[src/rtl/prog_cnt_pkg.sv]
// Shared definitions for the programmable up/down counter: counting modes and
// the priority-decoded command that drives the next-state logic.
package prog_cnt_pkg;

    localparam int CNT_WRAP = 0;
    localparam int CNT_SAT  = 1;

    typedef enum logic [2:0] {
        CMD_HOLD = 3'd0,
        CMD_CLR  = 3'd1,
        CMD_LOAD = 3'd2,
        CMD_UP   = 3'd3,
        CMD_DN   = 3'd4
    } cnt_cmd_t;

    // clr beats load beats a single-direction step; both directions at once is a hold
    function automatic cnt_cmd_t decode_cmd(input logic clr, input logic load,
                                            input logic increase, input logic decrease);
        cnt_cmd_t cmd;
        if (clr)
            cmd = CMD_CLR;
        else if (load)
            cmd = CMD_LOAD;
        else if (increase && !decrease)
            cmd = CMD_UP;
        else if (decrease && !increase)
            cmd = CMD_DN;
        else
            cmd = CMD_HOLD;
        return cmd;
    endfunction

endpackage

[src/rtl/prog_updown_counter_if.sv]
// Control/status bundle of the programmable up/down counter. The master side
// issues commands and the terminal value, the slave side reports count and flags.
interface prog_updown_counter_if #(
    parameter int WIDTH = 8
);

    logic             clr;
    logic             load;
    logic [WIDTH-1:0] load_val;
    logic             increase;
    logic             decrease;
    logic [WIDTH-1:0] limit;
    logic [WIDTH-1:0] count;
    logic             tc;
    logic             ovf;
    logic             unf;
    logic             upd_en;

    modport master (
        output clr, load, load_val, increase, decrease, limit,
        input  count, tc, ovf, unf, upd_en
    );

    modport slave (
        input  clr, load, load_val, increase, decrease, limit,
        output count, tc, ovf, unf, upd_en
    );

endinterface

[src/rtl/prog_cnt_next.sv]
// Combinational next-state logic for the counter: given the current count, the
// terminal value and the decoded command, produce the next count, the boundary
// event, the sticky-flag set requests and the register-update condition.
module prog_cnt_next
    import prog_cnt_pkg::*;
#(
    parameter int WIDTH    = 8,
    parameter int SAT_MODE = CNT_WRAP
) (
    input  logic [WIDTH-1:0] count,
    input  logic [WIDTH-1:0] limit,
    input  logic [WIDTH-1:0] load_val,
    input  cnt_cmd_t         cmd,
    output logic [WIDTH-1:0] next_count,
    output logic             boundary,
    output logic             set_ovf,
    output logic             set_unf,
    output logic             upd_en
);

    localparam bit SAT = (SAT_MODE == CNT_SAT);

    // Next count and boundary detection; counts above a lowered limit still decrement normally
    always_comb begin
        next_count = count;
        boundary   = 1'b0;
        set_ovf    = 1'b0;
        set_unf    = 1'b0;
        upd_en     = (cmd != CMD_HOLD);
        case (cmd)
            CMD_CLR: begin
                next_count = '0;
            end
            CMD_LOAD: begin
                next_count = (load_val > limit) ? limit : load_val;
            end
            CMD_UP: begin
                if (count < limit) begin
                    next_count = count + WIDTH'(1);
                end else begin
                    boundary   = 1'b1;
                    set_ovf    = 1'b1;
                    next_count = SAT ? limit : '0;
                end
            end
            CMD_DN: begin
                if (count != '0) begin
                    next_count = count - WIDTH'(1);
                end else begin
                    boundary   = 1'b1;
                    set_unf    = 1'b1;
                    next_count = SAT ? '0 : limit;
                end
            end
            default: begin
                next_count = count;
            end
        endcase
    end

endmodule

[src/rtl/prog_updown_counter.sv]
// Programmable up/down counter with wrap or saturate behaviour, synchronous
// load/clear, a registered terminal-count pulse and sticky overflow/underflow.
// The count and flag bank only loads when upd_en is high so an ICG can be
// inferred; tc is kept outside that bank because it must fall back to 0 on idle cycles.
module prog_updown_counter
    import prog_cnt_pkg::*;
#(
    parameter int WIDTH     = 8,
    parameter int RESET_VAL = 0,
    parameter int SAT_MODE  = CNT_WRAP
) (
    input logic                  clk,
    input logic                  rst,
    prog_updown_counter_if.slave bus
);

    cnt_cmd_t         cmd;
    logic [WIDTH-1:0] next_count;
    logic             boundary;
    logic             set_ovf;
    logic             set_unf;
    logic             upd_en;

    logic [WIDTH-1:0] count_q;
    logic             tc_q;
    logic             ovf_q;
    logic             unf_q;

    assign cmd = decode_cmd(bus.clr, bus.load, bus.increase, bus.decrease);

    prog_cnt_next #(
        .WIDTH    (WIDTH),
        .SAT_MODE (SAT_MODE)
    ) u_next (
        .count      (count_q),
        .limit      (bus.limit),
        .load_val   (bus.load_val),
        .cmd        (cmd),
        .next_count (next_count),
        .boundary   (boundary),
        .set_ovf    (set_ovf),
        .set_unf    (set_unf),
        .upd_en     (upd_en)
    );

    // Update-gated bank: count and sticky flags change only when a command is pending
    always_ff @(posedge clk or negedge rst) begin
        if (!rst) begin
            count_q <= WIDTH'(RESET_VAL);
            ovf_q   <= 1'b0;
            unf_q   <= 1'b0;
        end else if (upd_en) begin
            count_q <= next_count;
            ovf_q   <= (cmd == CMD_CLR) ? 1'b0 : (ovf_q | set_ovf);
            unf_q   <= (cmd == CMD_CLR) ? 1'b0 : (unf_q | set_unf);
        end
    end

    // Terminal-count pulse: high for exactly the cycle after each boundary event
    always_ff @(posedge clk or negedge rst) begin
        if (!rst)
            tc_q <= 1'b0;
        else
            tc_q <= boundary;
    end

    assign bus.count  = count_q;
    assign bus.tc     = tc_q;
    assign bus.ovf    = ovf_q;
    assign bus.unf    = unf_q;
    assign bus.upd_en = upd_en;

endmodule

[src/flat_wrapper.sv]
// flat-port wrapper written by rule: the top's interface ports become plain ports
module prog_updown_counter_flat import prog_cnt_pkg::*;
#(
    parameter int WIDTH     = 8,
    parameter int RESET_VAL = 0,
    parameter int SAT_MODE  = CNT_WRAP
)
  (clk, rst, bus_clr, bus_load, bus_load_val, bus_increase, bus_decrease, bus_limit, bus_count, bus_tc, bus_ovf, bus_unf, bus_upd_en);
  prog_updown_counter_if #(.WIDTH(WIDTH)) bus_i ();
  input logic clk;
  input logic rst;
  input wire logic [$bits(bus_i.clr)-1:0] bus_clr;
  input wire logic [$bits(bus_i.load)-1:0] bus_load;
  input wire logic [$bits(bus_i.load_val)-1:0] bus_load_val;
  input wire logic [$bits(bus_i.increase)-1:0] bus_increase;
  input wire logic [$bits(bus_i.decrease)-1:0] bus_decrease;
  input wire logic [$bits(bus_i.limit)-1:0] bus_limit;
  output wire logic [$bits(bus_i.count)-1:0] bus_count;
  output wire logic [$bits(bus_i.tc)-1:0] bus_tc;
  output wire logic [$bits(bus_i.ovf)-1:0] bus_ovf;
  output wire logic [$bits(bus_i.unf)-1:0] bus_unf;
  output wire logic [$bits(bus_i.upd_en)-1:0] bus_upd_en;
  assign bus_i.clr = bus_clr;
  assign bus_i.load = bus_load;
  assign bus_i.load_val = bus_load_val;
  assign bus_i.increase = bus_increase;
  assign bus_i.decrease = bus_decrease;
  assign bus_i.limit = bus_limit;
  assign bus_count = bus_i.count;
  assign bus_tc = bus_i.tc;
  assign bus_ovf = bus_i.ovf;
  assign bus_unf = bus_i.unf;
  assign bus_upd_en = bus_i.upd_en;
  prog_updown_counter #(.WIDTH(WIDTH), .RESET_VAL(RESET_VAL), .SAT_MODE(SAT_MODE)) u_core (.clk(clk), .rst(rst), .bus(bus_i));
endmodule
[config.mk]
export PLATFORM = sky130hd
export DESIGN_NAME = prog_updown_counter_flat
export DESIGN_NICKNAME = d
export VERILOG_FILES = /design/src/rtl/prog_cnt_pkg.sv /design/src/rtl/prog_updown_counter_if.sv /design/src/rtl/prog_cnt_next.sv /design/src/rtl/prog_updown_counter.sv /design/src/flat_wrapper.sv
export SDC_FILE = /design/constraint.sdc
export NUM_CORES = 1
export LEC_CHECK = 0
export CAP_MARGIN = 0
export CORE_MARGIN = 5
export CORE_UTILIZATION = 40
export DETAILED_ROUTE_END_ITERATION = 16
export GPL_TIMING_DRIVEN = 0
export PLACE_DENSITY = 0.79
export SETUP_SLACK_MARGIN = 0.15
export SYNTH_ARGS = -nofsm -noshare
export SYNTH_HDL_FRONTEND = slang
export SYNTH_SLANG_ARGS = --single-unit
[constraint.sdc]
create_clock -name clk -period 3.96 [get_ports clk]
set_input_delay 0.594 -clock clk [delete_from_list [all_inputs] [get_ports clk]]
set_output_delay 0.594 -clock clk [all_outputs]
set_load 0.005 [all_outputs]
==> summary.txt, run 1 <==
Power
  – P_sw: 224 uW
  – Internal power: 312 uW
  – Combinational fraction of design power: 55.2%
  – Leakage: 0.737 nW
  – Net Sw Frac: 41.8%
  – Clock network power share: approximately 15%
  – Peak VDD IR: 172 uV
  – Power per cell area: between 300 and 400 nW/um^2
  – Sequential share of power: around 30%

Floorplanning
  – Top-Level Pins: 34
  – Die area: 4580 sq um
  – Core area: 3280 sq um
  – Die extent in x: 67.7 um
  – Starting Density: 40.5%
  – Die Y: 67.7 um
  – Num rows: 21

Routing
  – # DRC: 0
  – Router iterations before antenna repair: 4
  – Post-detailed-route wirelength per cell: 15.1 um
  – Final ANT Viol Nets: 0
  – Initial DRC count: 80
  – Via count: 1,364
  – Final wirelength: approximately 3700 um
  – Drt via density: 5.54

Place
  – # port buffers: 33
  – Post-detail-place hpwl: 2900 um
  – Cell count after placement: 242
  – Placer Congestion: 0.858

Critical path
  – Worst-path fanout max: 7
  – Critical Path Start: bus_limit[7]
  – Register-to-register setup slack: 1.68 ns
  – Crit-path cells: clkdlybuf4s50_1 > inv_1 > ha_1 > nand4_1 > or2_1 > a211oi_1 > a22o_1 > a211o_1
  – Worst EP required: 4.17 ns
  – Cell family with most CP delay: compound AO/OA/AOI/OAI gates
  – Setup CP Type: in2reg
  – Critical R2R Launch: u_core.bus.count[0]$_DFFE_PN0P_
  – Slowest stage delay, CP: 0.85 ns
  – Critical Path Sink Type: flop
  – Slowest-stage cell, CP: a211oi_1
  – Buffers & Inverters on Critical Path: 2
  – Reg2Reg Depth: 9
  – Crit Reg-Reg Endpoint: u_core.bus.count[0]$_DFFE_PN0P_
  – Startpoint types: input pin
  – Levels on crit path: 8
  – Worst Setup EP: u_core.bus.count[7]$_DFFE_PN0P_
  – Worst Path Arrival: 3.29 ns

Global routing
  – Vias in the first global route: 1,308
  – Largest net degree at the start of global routing: 12
  – Grt total ovfl: 0
  – Gr usage total: 17.6%
  – Initial antenna violation count: 0
  – Global-route wire length before repair: 6150 um

CTS
  – CTS Buf Count: 3
  – Worst-Skew Late Latency: 0.28 ns
  – Htree depth: 1
  – Post-CTS setup buffer count: 0
  – Clk buf depth: 2
  – Root Buffer: clkbuf_4
  – TritonCTS clock tree: yes
  – Hold-fix buffers, CTS: 0
  – Clock Sinks: 11
  – Post_cts resized: 0
  – CTS clk-pin slew, worst paths: about 0.070 ns

Logic synthesis
  – Gate Count Post-Synth: roughly 160
  – Syn_nets: 202
  – Cell variety after synth: 45
  – Mapped cell area: 1330 sq um
  – Post-synthesis area per instance: 8.17 sq um
  – Share of Yosys cell area claimed by the top area cell type: 20.7%
  – FF+latch count, synth: 11
  – Sequential share of the synthesized area: roughly a fifth
  – Top post-synthesis cells by area: dfrtp_1 21%, ha_1 16%, a21oi_1 7.1%
  – Synthesis Warnings: 0
  – Largest area contributor in the synthesized netlist: dfrtp_1

Cells and area
  – Fill cell count: 333
  – Antenna cells: 0
  – Most frequent cells in the layout: 33 x clkdlybuf4s50_1, 19 x a21oi_1, 17 x ha_1
  – Non-Filler Instances: 246
  – Commonest non-fill, non-tap cell in the layout: clkdlybuf4s50_1
  – Layout cell share with drive strength beyond 1: under 10%
  – Post-layout util: 53.1%
  – Area grow syn2layout: 31.1%
  – Final layout net count: 240

STA
  – Final setup TNS: 0 ns
  – Slew @ Worst Pin: 1.07 ns
  – Final Hold Vio Count: 0
  – Final Setup Violations: 0
  – Tcrit/Tclk final: between 70% and 80%
  – RSZ-0062 raised after global routing: no
  – Skew final: 0.00620 ns
  – Slew Limit Headroom: between 20% and 30%
  – Fmax: between 300 and 400 MHz
  – Post-layout min period: 3.08 ns
  – Slew Viols, Final: 0
  – Hold_ws: 0.512 ns

Min path
  – Hold WC Path Type: reg2reg

Run
  – Max_cap viols: 0

Status
  – Status: completed
[routing by layer]
layer | wire [um] | global-route usage [%] | up-vias | share of wire [%]
li1 | - | - | 691 | -
met1 | 1680 | 22.1 | 607 | 45
met2 | 1710 | 28.8 | 54 | 46
met3 | 262 | 4.99 | 12 | 7.0
met4 | 74 | 6.08 | 0 | 2.0
met5 | 0 | 0 | - | 0
[state kept, by name, indices dropped and copies added, names as in the netlist]
signal            cells
u_core.bus.count      8
u_core.bus.ovf        1
u_core.bus.tc         1
u_core.bus.unf        1
[through the flow]
| step | power, mW | worst slack, ns | cell area [sq um] |
|---|---|---|---|
| floorplan | 0.343 | 1.78 | 1330 |
| global placement | 0.444 | 0.714 | 1720 |
| CTS | 0.534 | 0.932 | 1750 |
| global route | 0.579 | 0.829 | 1750 |
| finish | 0.536 | 0.882 | 1750 |
| detailed placement | 0.450 | 0.660 | 1720 |
[cells by family (layout without fill, tap and decap cells)]
kind of cell | count (synthesis) | count (layout) | synth area share (%)
compound gates | 55 | 55 | 29.1
simple gates | 53 | 53 | 22.5
buf+inv | 21 | 58 | 7.80
fa+ha+maj | 17 | 17 | 16.0
flops | 11 | 11 | 20.7
xor+xnor | 6 | 6 | 3.95
[Yosys cell counts (all sizes together)]
cell type and instances:
o2bb2ai 1, nand4 4, or4b 2, inv 15, o311ai 1, clkbuf 1
and2 2, dfrtp 11, nand3 2, or2 2, nor2b 1, nor2 15
or4 2, nor3b 1, o31ai 3, xor2 3, a211o 2, a41oi 1
a21oi 19, nand2 7, or2b 1, buf 5, o21a 2, o221ai 3
o41ai 2, a22o 1, nand2b 4, or3 1, a221o 5, nor4 2
a211oi 4, a21o 1, xnor2 3, nand3b 1, o21ai 9, o211ai 1
ha 17, nor3 6
[power groups by stage]
stage,Combinational [mW],Clock (mW),Sequential (mW)
detailed placement,0.290,0,0.160
global route,0.326,0.0915,0.161
finish,0.296,0.0823,0.158
floorplan,0.188,0,0.155
CTS,0.293,0.0825,0.158
global placement,0.284,0,0.160
[how the worst min path moves through the flow]
stage | start | cells after the start | to | slack, ns
2_1_floorplan | rst | 0 | u_core.bus.count[0]$_DFFE_PN0P_ | 0.30
3_3_place_gp | u_core.bus.unf$_DFFE_PN0P_ | 2 | u_core.bus.unf$_DFFE_PN0P_ | 0.49
3_5_place_dp | u_core.bus.unf$_DFFE_PN0P_ | 2 | u_core.bus.unf$_DFFE_PN0P_ | 0.50
4_1_cts | u_core.bus.ovf$_DFFE_PN0P_ | 2 | u_core.bus.ovf$_DFFE_PN0P_ | 0.52
5_1_grt | u_core.bus.ovf$_DFFE_PN0P_ | 2 | u_core.bus.ovf$_DFFE_PN0P_ | 0.54
6_report | u_core.bus.ovf$_DFFE_PN0P_ | 2 | u_core.bus.ovf$_DFFE_PN0P_ | 0.51
[worst register-to-register path: cells and delay by family (launching register included)]
family	cells	cell delay [ns]
adder cells (fa/ha/maj)	1	0.22
buffers and inverters	2	0.24
AND/OR/NAND/NOR	3	0.76
AO/OA/AOI/OAI	3	0.56
flip-flops	1	0.39
[cell type report]
type | instances | area [sq um] | share of cell area, %
inverters | 15 | 56.3 | 3.23
plain buffers | 6 | 47.5 | 2.72
repair buffers | 33 | 330 | 18.9
flip-flops and latches | 11 | 275 | 15.8
multi-input cells | 131 | 952 | 54.6
clock buffers | 4 | 26.3 | 1.51
well taps | 46 | 57.6 | 3.30
(Power assumes the default switching activity.)
==> run 2: changes to the inputs <==
PLACE_DENSITY = 0.82   (was 0.79)
clock period = 2.47 ns   (was 3.96 ns; I/O delays follow)
==> run 2 against run 1 <==
Against the previous run: clock-buffer cell count stayed put; first-iteration DRC count is 16% lower; hold slack worse by 0.15 ns; routed wire length is 6.2% higher; design area is 14% higher; power is 75% higher; flip-flop and latch count stayed put; sequential power is 61% higher; largest cell class unchanged; largest power group unchanged; highest routed layer unchanged.
==> summary.txt, run 2 (same netlist as run 1, synthesis figures left out) <==
Floorplanning
  – Top-Level Pins: 34 (unchanged)
  – Die Y: 67.7 um (unchanged)
  – Die extent in x: 67.7 um (unchanged)
  – Core area: 3280 sq um (unchanged)
  – Num rows: 21 (unchanged)
  – Die area: 4580 sq um (unchanged)
  – Starting Density: 40.5% (unchanged)

STA
  – Final Hold Vio Count: 0 (unchanged)
  – Hold_ws: 0.363 ns (-0.149 ns)
  – Fmax: between 400 and 500 MHz
  – Final Setup Violations: 0 (unchanged)
  – RSZ-0062 raised after global routing: no
  – Skew final: 0.0125 ns (+0.00633 ns)
  – Slew Limit Headroom: 60.9% (+32 points)
  – Slew @ Worst Pin: 0.585 ns (-0.482 ns)
  – Post-layout min period: 2.28 ns
  – Final setup TNS: 0 ns (unchanged)
  – Tcrit/Tclk final: 92.5%
  – Slew Viols, Final: 0 (unchanged)

Min path
  – Min-Delay Startpoint: bus_clr
  – Hold EP: u_core.bus.ovf$_DFFE_PN0P_
  – Hold WC Path Type: in2reg
  – Hold Crit Depth: 2 (unchanged)

Critical path
  – Register-to-register setup slack: 0.20 ns (-1.48 ns)
  – Reg2Reg Depth: 8 (-1)
  – Setup CP Type: in2reg
  – Crit Reg-Reg Endpoint: u_core.bus.count[3]$_DFFE_PN0P_
  – Critical R2R Launch: u_core.bus.count[5]$_DFFE_PN0P_
  – Worst-path fanout max: 4 (-3)
  – Worst EP required: 2.62 ns (-1.55 ns)
  – Critical Path Sink Type: flop
  – Startpoint types: input pin
  – Worst Path Arrival: 2.44 ns (-0.85 ns)

Routing
  – Final wirelength: 3960 um (+6.2%)
  – Initial DRC count: 67 (-16%)
  – Via count: 1,447 (+6.1%)
  – Post-detailed-route wirelength per cell: 15.4 um (+1.6%)
  – # DRC: 0 (unchanged)
  – Drt via density: 5.63 (+1.5%)
  – Router iterations before antenna repair: 4 (unchanged)
  – Final ANT Viol Nets: 0 (unchanged)

Global routing
  – Grt total ovfl: 0 (unchanged)
  – Global-route wire length before repair: 6180 um (+0.34%)
  – Largest net degree at the start of global routing: 12 (unchanged)
  – Initial antenna violation count: 0 (unchanged)
  – Vias in the first global route: 1,340 (+2.4%)
  – Gr usage total: 17.7% (about the same)

Place
  – Placer Congestion: 0.875 (+2.0%)
  – # port buffers: 33 (unchanged)
  – Post-detail-place hpwl: 2890 um (-0.35%)

Cells and area
  – Max reg flops: 8 (unchanged)
  – Commonest non-fill, non-tap cell in the layout: clkdlybuf4s50_1
  – Antenna cells: 0 (unchanged)
  – Layout cell share with drive strength beyond 1: 20.4% (+13 points)
  – Area grow syn2layout: 49.6%
  – Most frequent cells in the layout: 23 x clkdlybuf4s50_1, 17 x a21oi_1, 14 x ha_1
  – Final layout net count: 251 (+4.6%)

Power
  – Peak VDD IR: 232 uV (+35%)
  – Power per cell area: 470 nW/um^2 (+53%)
  – Leakage: 0.895 nW (+21%)

CTS
  – CTS Buf Count: 3 (unchanged)
  – Htree depth: 1 (unchanged)
  – Clk buf depth: 2 (unchanged)
  – Clock Sinks: 11 (unchanged)
  – TritonCTS clock tree: yes
  – Worst-Skew Late Latency: 0.27 ns (about the same)
  – Hold-fix buffers, CTS: 0 (unchanged)
  – CTS clk-pin slew, worst paths: 0.08 ns (about the same)
  – Root Buffer: clkbuf_4

Status
  – Status: completed

Run
  – Max_cap viols: 0 (unchanged)
[run 2: cell count changes in the layout (fill, tap and decap cells not counted), sizes merged]
cell	previous run	this run
buf	5	16
clkdlybuf4s50	33	23
dlymetal6s2s	0	9
dlygate4sd2	0	1
[run 2: how the worst max path moves through the flow]
stage | slack [ns] | start | to
final | 0.19 | bus_load_val[5] | u_core.bus.count[7]$_DFFE_PN0P_
after CTS | 0.13 | bus_limit[4] | u_core.bus.count[7]$_DFFE_PN0P_
after floorplan | 0.45 | u_core.bus.count[0]$_DFFE_PN0P_ | u_core.bus.count[0]$_DFFE_PN0P_
after global placement | -0.53 | bus_limit[7] | u_core.bus.count[7]$_DFFE_PN0P_
after global routing | 0.12 | u_core.bus.count[5]$_DFFE_PN0P_ | u_core.bus.count[3]$_DFFE_PN0P_
after detailed placement | -0.54 | bus_limit[7] | u_core.bus.count[5]$_DFFE_PN0P_
[run 2: repair_timing]
item,in CTS,in global routing
gates cloned,0,0
endpoints found under the setup margin,9,9
pin swaps,4,11
resized for setup,17,19
buffers inserted,2,9
[run 2: cell type report]
| type | instances | area, sq um |
|---|---|---|
| Timing Repair Buffer | 44 | 454 |
| Sequential cell | 11 | 275 |
| Buffer | 6 | 48.8 |
| Multi-Input combinational cell | 131 | 1070 |
| Fill cell | 301 | 1290 |
| Clock buffer | 4 | 26.3 |
| Inverter | 15 | 56.3 |
| Tap cell | 46 | 57.6 |
[run 2: worst max-delay path, cell delays in order]
cell	delay, ns
clkdlybuf4s50_1	0.47
ha_4	0.30
nand4_1	0.18
buf_4	0.21
a211oi_4	0.23
a211oi_4	0.06
buf_4	0.17
a22o_1	0.22
a211o_1	0.23
[run 2: through the flow]
step	power [mW]	area [sq um]	util, %	setup WS, ns	instances
after floorplan	0.550	1330	-	0.448	163
after global placement	0.712	1720	52.3	-0.529	242
after detailed placement	0.721	1720	52.3	-0.537	242
after CTS	0.881	1850	56.2	0.130	248
after global routing	1.00	1990	60.6	0.123	257
final	0.936	1990	60.6	0.185	257
[run 2: per-layer routing]
layer / global-route usage (%) / routed length [um] / up-vias / part of all wire (%)
met3: 2.66 / 285 / 2 / 7.2
met4: 4.81 / 12 / 0 / 0.30
met5: 0 / 0 / - / 0
met2: 30.5 / 2000 / 62 / 51
li1: - / - / 706 / -
met1: 22.6 / 1660 / 677 / 42
[run 2: report_power, final]
part,total [mW],internal [mW],switching (mW)
Sequential,0.254,0.204,0.0496
Clock,0.133,0.0624,0.0709
Combinational,0.549,0.279,0.270
Total,0.936,0.546,0.391
==> run 3: changes to the inputs <==
CORE_MARGIN = 2   (was 5)
PLACE_DENSITY = 0.79   (was 0.82)
clock period = 2.7 ns   (was 2.47 ns; I/O delays follow)
==> run 3 against run 2 <==
Against the previous run: routed wire length decreased by 5.1%; flip-flop and latch count unchanged; via count decreased by 2.9%; register-to-register slack improved by 0.21 ns; design area decreased by 11%; die area decreased by 17%; non-clock buffer count decreased by 11.
==> summary.txt, run 3 (same netlist as run 1, synthesis figures left out) <==
Status
  – Status: completed

Cells and area
  – Sequential cell area: 275 sq um (unchanged)
  – Layout cell share with drive strength beyond 1: 10.0% (-10 points)
  – Area occupied by multi-input gates: 985 sq um (-8.3%)
  – Antenna cells: 0 (unchanged)
  – Commonest non-fill, non-tap cell in the layout: clkdlybuf4s50_1
  – Area grow syn2layout: 33.5%
  – Post-layout util: 57.3% (-3.4 points)
  – Max reg flops: 8 (unchanged)
  – Fill cell count: 314 (+4.3%)
  – Non-Filler Instances: 244 (-5.1%)
  – Final layout net count: 240 (-4.4%)
  – Most frequent cells in the layout: 33 x clkdlybuf4s50_1, 17 x a21oi_1, 17 x ha_1

Power
  – Leakage: 0.743 nW (-17%)
  – Peak VDD IR: 176 uV (-24%)
  – Power per cell area: 446 nW/um^2 (-5.2%)

Routing
  – Initial DRC count: 76 (+13%)
  – # DRC: 0 (unchanged)
  – Post-detailed-route wirelength per cell: 15.4 um (about the same)
  – Router iterations before antenna repair: 4 (unchanged)
  – Via count: 1,405 (-2.9%)
  – Drt via density: 5.76 (+2.3%)
  – Final ANT Viol Nets: 0 (unchanged)
  – Final wirelength: 3750 um (-5.1%)

Critical path
  – Worst Setup EP: u_core.bus.count[2]$_DFFE_PN0P_
  – Critical Path Sink Type: flop
  – Register-to-register setup slack: 0.41 ns (+0.21 ns)
  – Worst-path fanout max: 7 (+3)
  – Slowest stage delay, CP: 0.52 ns (+0.05 ns)
  – Critical Path Start: bus_limit[7]
  – Reg2Reg Depth: 9 (+1)
  – Setup CP Type: in2reg
  – Critical R2R Launch: u_core.bus.count[0]$_DFFE_PN0P_
  – Worst EP required: 2.85 ns (+0.23 ns)
  – Startpoint types: input pin
  – Slowest-stage cell, CP: clkdlybuf4s50_1
  – Crit-path cells: clkdlybuf4s50_1 > inv_1 > ha_1 > nand4_1 > or2_1 > a21oi_2 > nor2_4 > a221o_1
  – Crit Reg-Reg Endpoint: u_core.bus.count[0]$_DFFE_PN0P_
  – Worst Path Arrival: 2.64 ns (+0.20 ns)

Global routing
  – Initial antenna violation count: 0 (unchanged)
  – Vias in the first global route: 1,337 (-0.22%)
  – Gr usage total: 21.7% (+4.1 points)
  – Global-route wire length before repair: 6140 um (-0.55%)
  – Largest net degree at the start of global routing: 12 (unchanged)
  – Grt total ovfl: 0 (unchanged)

STA
  – Worst setup margin: 0.214 ns (+0.0287 ns)
  – Fmax: 402 MHz
  – Slew Limit Headroom: 61.7% (+0.85 points)
  – Tcrit/Tclk final: a little over 90%
  – RSZ-0062 raised after global routing: yes
  – Hold_ws: 0.495 ns (+0.132 ns)
  – Final Setup Violations: 0 (unchanged)
  – Slew @ Worst Pin: 0.572 ns (-0.0127 ns)
  – Skew final: 0.00831 ns (-0.00423 ns)
  – Final setup TNS: 0 ns (unchanged)
  – Final Hold Vio Count: 0 (unchanged)
  – Slew Viols, Final: 0 (unchanged)
  – Post-layout min period: 2.49 ns

CTS
  – CTS clk-pin slew, worst paths: 0.09 ns (about the same)
  – Post-CTS setup buffer count: 0 (-2)
  – Clock Sinks: 11 (unchanged)
  – Htree depth: 1 (unchanged)
  – Root Buffer: clkbuf_4
  – Worst-Skew Late Latency: 0.27 ns (about the same)
  – TritonCTS clock tree: yes
  – Clk buf depth: 2 (unchanged)
  – Hold-fix buffers, CTS: 0 (unchanged)
  – CTS Buf Count: 3 (unchanged)

Place
  – Post-detail-place hpwl: 2920 um (+0.93%)
  – Cell count after placement: 240 (-0.83%)
  – Placer Congestion: 0.891 (+1.8%)
  – Pre-CTS setup slack: -0.389 ns (+0.148 ns)
  – # port buffers: 33 (unchanged)

Floorplanning
  – Die extent in x: 61.7 um (-8.9%)
  – Core area: 3100 sq um (-5.5%)
  – Die Y: 61.7 um (-8.9%)
  – Die area: 3810 sq um (-17%)
  – Num rows: 20 (-4.8%)
  – Top-Level Pins: 34 (unchanged)
  – Starting Density: 42.9% (+2.4 points)

Run
  – Max_cap viols: 0 (unchanged)

Min path
  – Hold WC Path Type: in2async
## run 3: metal layers
| metal | global-route usage (%) | up-vias | wire [um] |
|---|---|---|---|
| met5 | 0 | - | 0 |
| met2 | 37.7 | 60 | 1840 |
| met1 | 28.9 | 658 | 1630 |
| met3 | 2.69 | 2 | 272 |
| met4 | 4.56 | 0 | 13 |
| li1 | - | 685 | - |
## run 3: metrics by stage
stage          area (sq um)  power [mW]
2_1_floorplan          1330       0.503
3_3_place_gp           1720       0.651
3_5_place_dp           1720       0.662
4_1_cts                1750       0.780
5_1_grt                1780       0.847
6_report               1780       0.792
## run 3: how the worst min path moves through the flow
stage / to / slack, ns / cells after the start
final: u_core.bus.count[6]$_DFFE_PN0P_ / 0.49 / 1
after global routing: u_core.bus.count[6]$_DFFE_PN0P_ / 0.53 / 1
after CTS: u_core.bus.count[6]$_DFFE_PN0P_ / 0.51 / 1
after detailed placement: u_core.bus.unf$_DFFE_PN0P_ / 0.50 / 2
after global placement: u_core.bus.unf$_DFFE_PN0P_ / 0.50 / 2
after floorplan: u_core.bus.count[0]$_DFFE_PN0P_ / 0.11 / 0
## run 3: cell type report
cell class / instances / area share (%)
Multi-Input combinational cell: 131 / 55.4
Sequential cell: 11 / 15.5
Clock buffer: 4 / 1.48
Inverter: 15 / 3.17
Timing Repair Buffer: 33 / 18.6
Tap cell: 44 / 3.10
Buffer: 6 / 2.75
## run 3: where the power goes
| part | leakage (nW) | internal [mW] | switching (mW) | total [mW] |
|---|---|---|---|---|
| sequential | 0.147 | 0.187 | 0.0474 | 0.234 |
| clock | 0.0150 | 0.0570 | 0.0628 | 0.120 |
| combinational | 0.581 | 0.216 | 0.221 | 0.437 |
| total | 0.743 | 0.460 | 0.331 | 0.792 |
## run 3: worst max-delay path: cells and delay by family
| kind | cells | cell delay (ns) |
|---|---|---|
| buffers and inverters | 2 | 0.61 |
| AND/OR/NAND/NOR | 3 | 0.67 |
| AO/OA/AOI/OAI | 2 | 0.63 |
| adder cells (fa/ha/maj) | 1 | 0.32 |
## run 3: repair_timing
| item | in CTS | in global routing |
|---|---|---|
| setup endpoints to repair | 8 | 9 |
| gates resized for setup | 2 | 8 |
| pin swaps | 0 | 0 |
